File: src/rtl/spi_cmd_pkg.sv
// Shared command encodings and FSM state codes for the host byte-port decoder.
// Latency: n/a (constants only).
// Backpressure: n/a.
package spi_cmd_pkg;

  localparam logic [7:0] CMD_WRITE  = 8'h02;
  localparam logic [7:0] CMD_READ   = 8'h03;
  localparam logic [7:0] CMD_STREAM = 8'h80;

  typedef logic [2:0] state_t;

  localparam state_t ST_IDLE   = 3'd0;
  localparam state_t ST_W_ADDR = 3'd1;
  localparam state_t ST_W_DATA = 3'd2;
  localparam state_t ST_R_ADDR = 3'd3;
  localparam state_t ST_S_DATA = 3'd4;

endpackage

File: src/rtl/sync_fifo.sv
// Small synchronous first-word-fall-through FIFO, DEPTH a power of two.
// Latency: a pushed entry appears on pop_data_o one cycle after the push edge.
// Backpressure: push while full is dropped unless a pop happens in the same cycle.
module sync_fifo #(
  parameter int WIDTH = 8,
  parameter int DEPTH = 4
) (
  input  logic                   clk,
  input  logic                   rst,
  input  logic                   push_i,
  input  logic [WIDTH-1:0]       push_data_i,
  input  logic                   pop_i,
  output logic [WIDTH-1:0]       pop_data_o,
  output logic                   full_o,
  output logic [$clog2(DEPTH):0] count_o
);

  localparam int AW = $clog2(DEPTH);

  logic [WIDTH-1:0] mem_q [DEPTH];
  logic [AW-1:0]    wr_ptr_q;
  logic [AW-1:0]    rd_ptr_q;
  logic [AW:0]      count_q;
  logic [AW:0]      count_d;
  logic             empty;
  logic             do_push;
  logic             do_pop;

  assign empty   = (count_q == '0);
  assign full_o  = (count_q == (AW+1)'(DEPTH));
  assign count_o = count_q;

  // A full FIFO still accepts a push when the head leaves in the same cycle.
  assign do_pop  = pop_i & ~empty;
  assign do_push = push_i & (~full_o | do_pop);

  // Empty output reads as zero so the idle bus is clean.
  assign pop_data_o = empty ? '0 : mem_q[rd_ptr_q];

  // Occupancy bookkeeping for simultaneous push/pop.
  always_comb begin
    count_d = count_q;
    case ({do_push, do_pop})
      2'b10:   count_d = count_q + 1'b1;
      2'b01:   count_d = count_q - 1'b1;
      default: count_d = count_q;
    endcase
  end

  // Pointers wrap naturally at the power-of-two depth.
  always_ff @(posedge clk or posedge rst) begin
    if (rst) begin
      wr_ptr_q <= '0;
      rd_ptr_q <= '0;
      count_q  <= '0;
    end else begin
      count_q <= count_d;
      if (do_push) wr_ptr_q <= wr_ptr_q + 1'b1;
      if (do_pop)  rd_ptr_q <= rd_ptr_q + 1'b1;
    end
  end

  // Storage array; contents are don't-care until written.
  always_ff @(posedge clk) begin
    if (do_push) mem_q[wr_ptr_q] <= push_data_i;
  end

endmodule

File: src/rtl/spi_byte_cmd_decoder.sv
// Decodes the byte-parallel host stream into register write/read strobes and stream bytes.
// Latency: wr_en/rd_en one edge after the last command byte; tx_byte two edges after the read address; stream byte visible one edge after sampling.
// Backpressure: host cannot be stalled; stream bytes arriving at a full FIFO are dropped and flagged in sticky ovf.
module spi_byte_cmd_decoder
  import spi_cmd_pkg::*;
#(
  parameter int ADDR_W     = 5,
  parameter int FIFO_DEPTH = 4
) (
  input  logic              clk,
  input  logic              rst,
  input  logic              cs_n,
  input  logic [7:0]        rx_byte,
  output logic              wr_en,
  output logic [ADDR_W-1:0] wr_addr,
  output logic [7:0]        wr_data,
  output logic              rd_en,
  output logic [ADDR_W-1:0] rd_addr,
  input  logic [7:0]        rd_data,
  output logic [7:0]        tx_byte,
  output logic [7:0]        s_data,
  output logic              s_valid,
  input  logic              s_ready,
  output logic              ovf,
  input  logic              ovf_clr
);

  state_t                    state_q, state_d;
  logic [ADDR_W-1:0]         addr_q;
  logic                      wr_go, rd_go, push, pop;
  logic                      fifo_full;
  logic [$clog2(FIFO_DEPTH):0] fifo_cnt;

  logic              wr_en_q, rd_en_q, rd_pend_q, ovf_q;
  logic [ADDR_W-1:0] wr_addr_q, rd_addr_q;
  logic [7:0]        wr_data_q, tx_q;

  assign wr_en   = wr_en_q;
  assign wr_addr = wr_addr_q;
  assign wr_data = wr_data_q;
  assign rd_en   = rd_en_q;
  assign rd_addr = rd_addr_q;
  assign tx_byte = tx_q;
  assign ovf     = ovf_q;
  assign s_valid = (fifo_cnt != '0);
  assign pop     = s_valid & s_ready;

  // Next state and per-byte actions; deselect drops any partial command.
  always_comb begin
    state_d = ST_IDLE;
    wr_go   = 1'b0;
    rd_go   = 1'b0;
    push    = 1'b0;
    if (!cs_n) begin
      case (state_q)
        ST_IDLE: begin
          case (rx_byte)
            CMD_WRITE:  state_d = ST_W_ADDR;
            CMD_READ:   state_d = ST_R_ADDR;
            CMD_STREAM: state_d = ST_S_DATA;
            default:    state_d = ST_IDLE;
          endcase
        end
        ST_W_ADDR: state_d = ST_W_DATA;
        ST_W_DATA: wr_go   = 1'b1;
        ST_R_ADDR: rd_go   = 1'b1;
        ST_S_DATA: push    = 1'b1;
        default:   state_d = ST_IDLE;
      endcase
    end
  end

  // FSM state and the write address captured between command and data bytes.
  always_ff @(posedge clk or posedge rst) begin
    if (rst) begin
      state_q <= ST_IDLE;
      addr_q  <= '0;
    end else begin
      state_q <= state_d;
      if (!cs_n && state_q == ST_W_ADDR) addr_q <= rx_byte[ADDR_W-1:0];
    end
  end

  // One-cycle strobes; address/data hold until the next command of the same kind.
  always_ff @(posedge clk or posedge rst) begin
    if (rst) begin
      wr_en_q   <= 1'b0;
      wr_addr_q <= '0;
      wr_data_q <= 8'h00;
      rd_en_q   <= 1'b0;
      rd_addr_q <= '0;
    end else begin
      wr_en_q <= wr_go;
      rd_en_q <= rd_go;
      if (wr_go) begin
        wr_addr_q <= addr_q;
        wr_data_q <= rx_byte;
      end
      if (rd_go) rd_addr_q <= rx_byte[ADDR_W-1:0];
    end
  end

  // Register file answers the cycle after rd_en, so capture one edge later.
  always_ff @(posedge clk or posedge rst) begin
    if (rst) begin
      rd_pend_q <= 1'b0;
      tx_q      <= 8'h00;
    end else begin
      rd_pend_q <= rd_en_q;
      if (rd_pend_q) tx_q <= rd_data;
    end
  end

  // Sticky overflow; a clear wins over a same-cycle overflow.
  always_ff @(posedge clk or posedge rst) begin
    if (rst) begin
      ovf_q <= 1'b0;
    end else if (ovf_clr) begin
      ovf_q <= 1'b0;
    end else if (push && fifo_full && !pop) begin
      ovf_q <= 1'b1;
    end
  end

  sync_fifo #(
    .WIDTH (8),
    .DEPTH (FIFO_DEPTH)
  ) u_stream_fifo (
    .clk         (clk),
    .rst         (rst),
    .push_i      (push),
    .push_data_i (rx_byte),
    .pop_i       (pop),
    .pop_data_o  (s_data),
    .full_o      (fifo_full),
    .count_o     (fifo_cnt)
  );

endmodule

File: config.mk
export PLATFORM = sky130hd
export DESIGN_NAME = spi_byte_cmd_decoder
export DESIGN_NICKNAME = d
export VERILOG_FILES = /design/src/rtl/spi_cmd_pkg.sv /design/src/rtl/sync_fifo.sv /design/src/rtl/spi_byte_cmd_decoder.sv
export SDC_FILE = /design/constraint.sdc
export NUM_CORES = 1
export LEC_CHECK = 0
export CAP_MARGIN = 20
export CORE_MARGIN = 3
export CORE_UTILIZATION = 46
export CTS_CLUSTER_SIZE = 25
export DETAILED_ROUTE_END_ITERATION = 8
export PLACE_DENSITY = 0.85
export SYNTH_ARGS = -nofsm -noshare
export SYNTH_HDL_FRONTEND = slang
export SYNTH_HIERARCHICAL = 1
export SYNTH_SLANG_ARGS = --single-unit
File: constraint.sdc
create_clock -name clk -period 2.04 [get_ports clk]
set_input_delay 0.408 -clock clk [delete_from_list [all_inputs] [get_ports clk]]
set_output_delay 0.408 -clock clk [all_outputs]
set_load 0.05 [all_outputs]
==> run_results.csv, run 1 <==
group,metric,value,unit
critical_path,worstPathCellList,"buf_6 > or3_4 > buf_6 > and2_4 > buf_6",
clock_tree,holdBufCountCts,0,
drt,drt_iter0_drc,95,
clock_tree,cts_tree,"done",
sta,rsz0062_at_grt,"true",
critical_path,cp_data_required_time,1.63,ns
drt,totalWireLength,6026,um
critical_path,endpoint_kind,"primary output",
pwr,finalPower,4.632,mW
floorplan,pin_count,59,
yosys,synth.top_cells.by_count,"dfrtp_1, edfxtp_1, mux2_2",
critical_path,rr_worst_depth,9,
clock_tree,cts_num_sinks,77,
hold_path,hold_class,"primary input to async pin",
critical_path,critical_path.startpoint_type,"flip-flop",
critical_path,r2r_end,"u_stream_fifo/count_o[2]",
job,drv_cap,0,
floorplan,start_util,48.39,%
floorplan,core_area,0.006495,sq mm
critical_path,path_buf_inv,3,
sta,skew,0.01128,ns
yosys,yosysWarnings,6,
drt,drcViolationCount,0,
global_routing,overflow,0,
pwr,ir_worst_vdd,580.7,uV
yosys,synth-seq-area-share,66.40,%
critical_path,reg2reg_slack,-0.10,ns
clock_tree,clockBufferDepth,2,
global_routing,grt_pass1_vias,1940,
floorplan,rows,29,
sta,fmax,465.6,MHz
global_routing,grt.total_usage,16.99,%
critical_path,crit_slowest_cell,"dfrtp_2",
yosys,ys_types,34,
yosys,synth-async-reset-ratio,58.44,%
place,place_congestion,0.7703,
global_routing,grt_antenna_before_repair,0,
floorplan,fp.dieH,88.66,um
critical_path,cpMostUsedCell,"buf_6",
final_layout,antenna_cells,0,
sta,fin_ws,-0.1076,ns
yosys,synth_nets,209,
sta,min_period,2.148,ns
yosys,ys_ff_latch,77,
yosys,ys_top_cells_by_area,"dfrtp_1, edfxtp_1, mux2_2, mux4_2, ha_1",
critical_path,r2r_start,"u_stream_fifo/count_o[0]",
floorplan,fp.dieW,88.66,um
pwr,powerDensity,1067,mW/mm^2
status,run_status,"complete, but fails checks",
sta,finalCritPeriodShare,105.3,%
pwr,power_leakage,1.859,nW
status,violations,"negative setup slack",
drt,antenna_left,0,
clock_tree,cts_max_level,3,
drt,vias_per_cell,5.097,
sta,relSlewSlack,65.26,%
floorplan,dieArea,0.007861,sq mm
sta,whs,0.3401,ns
critical_path,crit_type,"flip-flop to primary output",
place,post-dp-hpwl,4330,um
final_layout,n_fill_cell,433,
global_routing,grt_pass1_wl,9832,um
yosys,yosysMostFrequentCell,"dfrtp_1",
drt,wl_per_cell,16.74,um
critical_path,cp_top_family,"simple AND/OR/NAND/NOR gates",
sta,setup_viol_count_final,9,
clock_tree,cts_root_buffer,"clkbuf_8",
clock_tree,clock_latency,0.34,ns
critical_path,arrival,1.74,ns
sta,hold_viol,0,
yosys,netlist_instances,182,
yosys,synth_top_area_cell,"dfrtp_1",
sta,drv_slew,0,
final_layout,nets,305,
clock_tree,cts_inserted_buffers,9,
critical_path,cp_max_fo,5,
yosys,synth_area,0.003143,sq mm
sta,worstMarginPinSlew,0.5195,ns
clock_tree,path_clk_slew,0.07,ns
drt,firstDrtPassIters,4,
yosys,synth_top_area_share,35.83,%
final_layout,drive_gt1_share,45.58,%
drt,dr_total_vias,1835,
place,io_buffers,58,
yosys,synth_edf_count,32,
yosys,synth_flop_cell,"dfrtp_1",
global_routing,grt_max_degree,39,
place,dp_slack,-0.3896,ns
critical_path,max_stage_delay,0.44,ns
final_layout,syn_to_final_growth,38.18,%
yosys,syn-mean-instance-area,17.27,sq um
state kept, by name (all words and copies together) (netlist names):
register and flops:
wr_addr 5, u_stream_fifo/mem_q 32, state_q 3, rd_en 1
rd_pend_q 1, u_stream_fifo/wr_ptr_q 2, addr_q 5, tx_byte 8
wr_en 1, u_stream_fifo/count_o 3, ovf 1, wr_data 8
rd_addr 5, u_stream_fifo/rd_ptr_q 2
final cells by class:
class                   count  area, sq um  area share, %
inverters                  12        45.04          1.037
repair buffers             91        863.3          19.88
multi-input cells          87         1047          24.11
clock inverters             6        71.32          1.642
clock buffers              10        127.6          2.939
well taps                  77        96.34          2.218
flip-flops and latches     77         2092          48.17
worst max-delay path by stage:
stage                                         from                        to  cells past startpoint
after floorplan           u_stream_fifo/count_o[0]  u_stream_fifo/count_o[2]                      9
after global routing      u_stream_fifo/count_o[0]  u_stream_fifo/count_o[2]                      9
after CTS                 u_stream_fifo/count_o[2]                 s_data[1]                      5
final                     u_stream_fifo/count_o[0]                 s_data[4]                      5
after detailed placement                      cs_n  u_stream_fifo/count_o[2]                     11
after global placement                        cs_n  u_stream_fifo/count_o[2]                     11
per-layer routing:
metal	wire [um]	global-route usage, %
met5	0	0
met4	67	5.357
met3	312	5.400
met2	2999	26.86
met1	2647	22.52
kinds of logic after synthesis:
kind of cell | count (synthesis) | synth area share, %
AO/OA/AOI/OAI | 4 | 1.553
XOR/XNOR | 6 | 1.672
adder cells (fa/ha/maj) | 6 | 2.627
buffers and inverters | 18 | 2.349
flip-flops | 77 | 66.40
multiplexers | 41 | 17.87
AND/OR/NAND/NOR | 30 | 7.523
per-stage QoR:
stage	util [%]	TNS (ns)	instances	cell area (sq um)
3_3_place_gp	61.22	-7.847	336	3976
2_1_floorplan	-	-0.03243	182	3163
4_1_cts	66.31	-0.8044	358	4307
6_report	66.87	-0.9131	360	4343
3_5_place_dp	61.22	-7.361	336	3976
5_1_grt	66.87	-1.456	360	4343
cell usage in the layout, fill, tap and decap left out, types with 2 or more instances in the layout:
cell | synthesis | routed
dfrtp_1 | 45 | 41
mux2_2 | 29 | 29
clkdlybuf4s50_1 | 0 | 49
dfrtp_2 | 0 | 4
buf_6 | 0 | 12
mux4_2 | 8 | 8
xor2_1 | 3 | 3
xnor2_1 | 3 | 3
mux2_4 | 3 | 3
inv_2 | 0 | 3
or4_1 | 2 | 2
buf_4 | 1 | 29
nor4b_2 | 1 | 2
edfxtp_1 | 32 | 32
clkinv_4 | 0 | 2
and2_4 | 0 | 9
clkbuf_8 | 0 | 9
inv_1 | 12 | 9
nor4_1 | 2 | 2
ha_1 | 5 | 4
clkinvlp_4 | 0 | 2
and2_2 | 4 | 4
power by group:
group	switching, mW	leakage [nW]	internal [mW]
Combinational	0.829	0.872	0.877
Sequential	0.105	0.893	1.69
Clock	0.555	0.0931	0.574
Total	1.49	1.86	3.14
repair_timing:
action,CTS,global route
setup buffers,5,2
gates resized for setup,24,7
setup endpoints to repair,10,10
cloned,1,0
pin swaps,7,3
Note: power is estimated with default switching activity, not from simulation.
==> inputs of run 2 (changes only) <==
--- a/config.mk
+++ b/config.mk
@@ -11,6 +11,7 @@
 export CTS_CLUSTER_SIZE = 25
 export DETAILED_ROUTE_END_ITERATION = 8
 export PLACE_DENSITY = 0.85
+export SLEW_MARGIN = 30
 export SYNTH_ARGS = -nofsm -noshare
 export SYNTH_HDL_FRONTEND = slang
 export SYNTH_HIERARCHICAL = 1
==> results of run 2 <==
Same layout as run 1: the final DEF is identical, and so are final timing and power.
